### src/rtl/ins_fetch.sv
// Instruction fetch controller: IDLE -> REQ -> LOAD handshake with instruction memory,
// program counter tracking, jump handling and a bounded wait for mem_ready.
module ins_fetch #(
  parameter logic [11:0] RESET_PC = 12'h000,
  parameter int unsigned TIMEOUT  = 15
) (
  input  logic        clk,
  input  logic        rst_n,
  input  logic        fetch_en,
  input  logic        jump,
  input  logic [11:0] jump_addr,
  output logic        mem_rd,
  output logic [11:0] mem_addr,
  input  logic [15:0] mem_rdata,
  input  logic        mem_ready,
  output logic [15:0] insout,
  output logic        loadIR,
  output logic [11:0] pc,
  output logic        busy,
  output logic        fetch_err
);

  localparam int unsigned AW = 12;
  localparam int unsigned DW = 16;
  localparam int unsigned CW = 8;
  // Last wait count that still fits inside the TIMEOUT window.
  localparam logic [CW-1:0] WAIT_LAST = CW'(TIMEOUT - 1);

  typedef enum logic [1:0] {
    IDLE = 2'd0,
    REQ  = 2'd1,
    LOAD = 2'd2
  } state_e;

  state_e          state_q,     state_d;
  logic [AW-1:0]   pc_q,        pc_d;
  logic [AW-1:0]   mem_addr_q,  mem_addr_d;
  logic            mem_rd_q,    mem_rd_d;
  logic [DW-1:0]   insout_q,    insout_d;
  logic            loadir_q,    loadir_d;
  logic            busy_q,      busy_d;
  logic            fetch_err_q, fetch_err_d;
  logic [CW-1:0]   wait_cnt_q,  wait_cnt_d;

  // Next-state and registered-output logic.
  always_comb begin
    state_d     = state_q;
    pc_d        = pc_q;
    mem_addr_d  = mem_addr_q;
    mem_rd_d    = mem_rd_q;
    insout_d    = insout_q;
    loadir_d    = 1'b0;
    fetch_err_d = 1'b0;
    wait_cnt_d  = wait_cnt_q;

    case (state_q)
      IDLE: begin
        if (jump) begin
          pc_d = jump_addr;
        end
        if (fetch_en) begin
          state_d    = REQ;
          mem_rd_d   = 1'b1;
          mem_addr_d = jump ? jump_addr : pc_q;
          wait_cnt_d = '0;
        end
      end
      REQ: begin
        // A ready on the final allowed wait cycle still wins over the timeout.
        if (mem_ready) begin
          insout_d = mem_rdata;
          pc_d     = pc_q + AW'(1);
          mem_rd_d = 1'b0;
          state_d  = LOAD;
        end else if (wait_cnt_q >= WAIT_LAST) begin
          mem_rd_d    = 1'b0;
          fetch_err_d = 1'b1;
          wait_cnt_d  = wait_cnt_q + CW'(1);
          state_d     = IDLE;
        end else begin
          wait_cnt_d = wait_cnt_q + CW'(1);
        end
      end
      LOAD: begin
        loadir_d = 1'b1;
        state_d  = IDLE;
      end
      default: begin
        state_d  = IDLE;
        mem_rd_d = 1'b0;
      end
    endcase

    busy_d = (state_d != IDLE);
  end

  always_ff @(posedge clk or negedge rst_n) begin
    if (!rst_n) begin
      state_q     <= IDLE;
      pc_q        <= RESET_PC;
      mem_addr_q  <= RESET_PC;
      mem_rd_q    <= 1'b0;
      insout_q    <= '0;
      loadir_q    <= 1'b0;
      busy_q      <= 1'b0;
      fetch_err_q <= 1'b0;
      wait_cnt_q  <= '0;
    end else begin
      state_q     <= state_d;
      pc_q        <= pc_d;
      mem_addr_q  <= mem_addr_d;
      mem_rd_q    <= mem_rd_d;
      insout_q    <= insout_d;
      loadir_q    <= loadir_d;
      busy_q      <= busy_d;
      fetch_err_q <= fetch_err_d;
      wait_cnt_q  <= wait_cnt_d;
    end
  end

  assign mem_rd    = mem_rd_q;
  assign mem_addr  = mem_addr_q;
  assign insout    = insout_q;
  assign loadIR    = loadir_q;
  assign pc        = pc_q;
  assign busy      = busy_q;
  assign fetch_err = fetch_err_q;

endmodule

### config.mk
export PLATFORM = sky130hd
export DESIGN_NAME = ins_fetch
export DESIGN_NICKNAME = d
export VERILOG_FILES = /design/src/rtl/ins_fetch.sv
export SDC_FILE = /design/constraint.sdc
export NUM_CORES = 1
export LEC_CHECK = 0
export CORE_UTILIZATION = 50
export CTS_CLUSTER_SIZE = 10
export DETAILED_ROUTE_END_ITERATION = 8
export GPL_TIMING_DRIVEN = 0
export HOLD_SLACK_MARGIN = 0.1
export PLACE_DENSITY_LB_ADDON = 0.1
export SYNTH_ARGS = -nofsm -noshare
export SYNTH_HDL_FRONTEND = slang
export SYNTH_SLANG_ARGS = --single-unit
export TNS_END_PERCENT = 1
### constraint.sdc
create_clock -name clk -period 5.1 [get_ports clk]
set_clock_uncertainty 0.15 [all_clocks]
set_input_delay 1.53 -clock clk [delete_from_list [all_inputs] [get_ports clk]]
set_output_delay 1.53 -clock clk [all_outputs]
set_load 0.05 [all_outputs]
==> out/metrics.cfg <==
[cts]
cts_max_path_buffers=2
cts_tree=yes
cts_root_buf=clkbuf_8
cts_buffers=5
clkTransAtPathRegs_ps=100
cts_hold_buf=0
cts_max_level=2
clk_latency_ps=300
cts_resized=0
cts_sinks=54
cts_setup_buffers=0

[layout]
final_common_cell=clkdlybuf4s50_1
fill_cells=385
seq_area_um2=1351
area.growth.synth_to_final_pct=34.36
fin_nets=367
instances_no_fill=402
layout-drive-gt1-share_pct=12.95
multiInputGateArea_um2=1219
antenna_cells=0
mostFrequentLayoutCells=73 x clkdlybuf4s50_1, 54 x dfrtp_1, 27 x nor2_1

[yosys]
synth_warnings=0
postSynthRegisterBits=54
synth_area_per_cell_um2=10.88
yosys.cell_types.count=42
synth.cell_area_um2=2709
syn_nets=285
syn_inst=249
ys_seq_area_share_pct=49.88

[route]
avgRoutedWirePerCell_um=14.97
route.detailed.drc=0
vias_per_cell=5.363
ant_nets=0
num_vias=2156
first_pass_iters=4
drt-initial-drc-count=140
wirelength_mm=6.018

[setup_path]
crit_path_max_fanout=7
crit_type=flip-flop to output port
arrival_ps=1700
slowest_stage=clkdlybuf4s50_1
critPathRequiredTime_ps=3420
crit_path_start_kind=flip-flop
cpPeakStageDelay_ps=880
cp_cell_sequence=clkdlybuf4s50_1
critPathBufInv=1
crit_path_end_kind=output port
cpLargestDelayFamily=buffers and inverters

[grt]
grt_pass1_wl_mm=9.887
overflow=0
grt_usage_pct=23.28
grt_pass1_vias=2059
antenna_found_initial=0
grt_max_degree=38

[sta]
fin_setup_tns_ps=0
setup_viol=0
tightest_slew_ps=516.5
final_max_slew_viol_count=0
period_share_pct=66.18
slew_headroom_pct=65.46
grt_setup_unrepaired=no
period_minus_slack_ps=3375
finalHoldViolCount=0
clock.fmax_mhz=296.3

[die]
die_x_um=75.61
start_util_pct=52.37
coreArea_um2=5172
fp-row-count=26
ios=77
die_h_um=75.61
die_area_um2=5716

[status]
status=finished clean

[pwr]
power_density_nw_per_um2=673.6
leakage_nw=1.547
irDropWorstVdd_v=0.0004002

[place]
hpwlAfterDp_mm=4.354
gp_routability_congestion=0.8195
io_buffers=74
dp_cells=394

[run]
cap_violations=0

[min_path]
hp-class=flip-flop to flip-flop

-- cell type report --
class	instances	share of cell area, %
clock buffers	5	1.891
well taps	70	2.406
repair buffers	75	20.76
flip-flops and latches	54	37.13
plain buffers	15	3.266
clock inverters	3	0.5156
multi-input cells	176	33.48
inverters	4	0.5500
-- kinds of logic (layout without fill, tap and decap cells) --
family	after synthesis	count (layout)	share of synthesized area, %
and+or+nand+nor	79	79	15.94
AOI/OAI and AO/OA	57	57	13.53
DFF	54	54	49.88
muxes	31	31	12.19
buffers and inverters	19	102	5.127
xor gates and xnor gates	6	6	1.940
adders and majority gates	3	3	1.386
-- synth_stat cells --
| cell type | instances | area, µm² |
|---|---|---|
| clkbuf_1 | 1 | 3.750 |
| buf_2 | 5 | 25.02 |
| mux2i_1 | 15 | 150.1 |
| nand2_8 | 1 | 20.02 |
| o211ai_1 | 2 | 15.01 |
| a21o_1 | 3 | 22.52 |
| o21ai_0 | 7 | 35.03 |
| buf_4 | 3 | 22.52 |
| and3_1 | 1 | 6.260 |
| nor3_1 | 3 | 15.01 |
| nor2_1 | 27 | 101.4 |
| o22ai_1 | 7 | 43.79 |
| nand2_1 | 20 | 75.07 |
| a21oi_2 | 2 | 17.52 |
| inv_6 | 1 | 8.760 |
| and4_1 | 1 | 8.760 |
| and2_1 | 1 | 6.260 |
| a22o_1 | 1 | 8.760 |
| nor4_2 | 1 | 12.51 |
| a32o_1 | 2 | 20.02 |
| nand3_4 | 1 | 17.52 |
| nand3_1 | 7 | 35.03 |
| inv_1 | 3 | 11.26 |
| xor2_1 | 6 | 52.55 |
| nand4_1 | 4 | 25.02 |
| mux2_2 | 9 | 101.4 |
| dfrtp_1 | 54 | 1351 |
| nand4_4 | 1 | 21.27 |
| buf_6 | 6 | 67.56 |
| o22a_2 | 1 | 10.01 |
| nor2b_1 | 4 | 25.02 |
| nand2b_1 | 3 | 18.77 |
| nor4_1 | 2 | 12.51 |
| a41o_1 | 1 | 10.01 |
| a211o_1 | 1 | 8.760 |
| nor3b_4 | 1 | 18.77 |
| nor3b_2 | 1 | 12.51 |
| o22a_1 | 6 | 52.55 |
| mux2_1 | 7 | 78.83 |
| ha_1 | 3 | 37.54 |
| a31oi_1 | 2 | 12.51 |
| a21oi_1 | 22 | 110.1 |
-- routing by layer --
metal | GRT usage (%) | routed length (µm)
met3 | 6.217 | 428
met1 | 32.19 | 2640
met4 | 4.733 | 29
met2 | 37.20 | 2920
met5 | 0 | 0
-- report_power, final --
group          internal [W]  switching (W)  leakage [nW]
registers          0.000603       0.000154         0.638
logic              0.000524       0.000935         0.860
clock network     0.0000970       0.000139        0.0483
total               0.00122        0.00123          1.55
-- per-stage QoR --
step	hold WS [ps]	setup WS [ps]	area (µm²)	utilization, %	power (W)
after floorplan	348.4	2462	2709	-	0.001743
after global placement	309.8	672.7	3537	68.38	0.002203
after detailed placement	328.7	1885	3552	68.67	0.002223
after CTS	353.8	1716	3640	70.37	0.002468
after global routing	372.7	1669	3640	70.37	0.002593
final	346.6	1725	3640	70.37	0.002452
-- state kept, by name, summed over array words and instances (netlist names) --
| register | count |
|---|---|
| busy | 1 |
| fetch_err | 1 |
| pc | 12 |
| loadIR | 1 |
| insout | 16 |
| wait_cnt_q | 8 |
| state_q | 2 |
| mem_addr | 12 |
| mem_rd | 1 |
-- final timing paths --
kind / from / end / slack, ps / depth (start not counted)
min reg2reg: insout[14] / insout[14] / 350 / 1
min: insout[14] / insout[14] / 350 / 1
max in group asynchronous: rst_n / mem_addr[2] / 3260 / 2
max reg2reg: state_q[1] / insout[15] / 3300 / 7
min in group asynchronous: rst_n / pc[2] / 1010 / 1
max: pc[5] / pc[5] / 1720 / 1
Power figures use the tool's default switching activity.
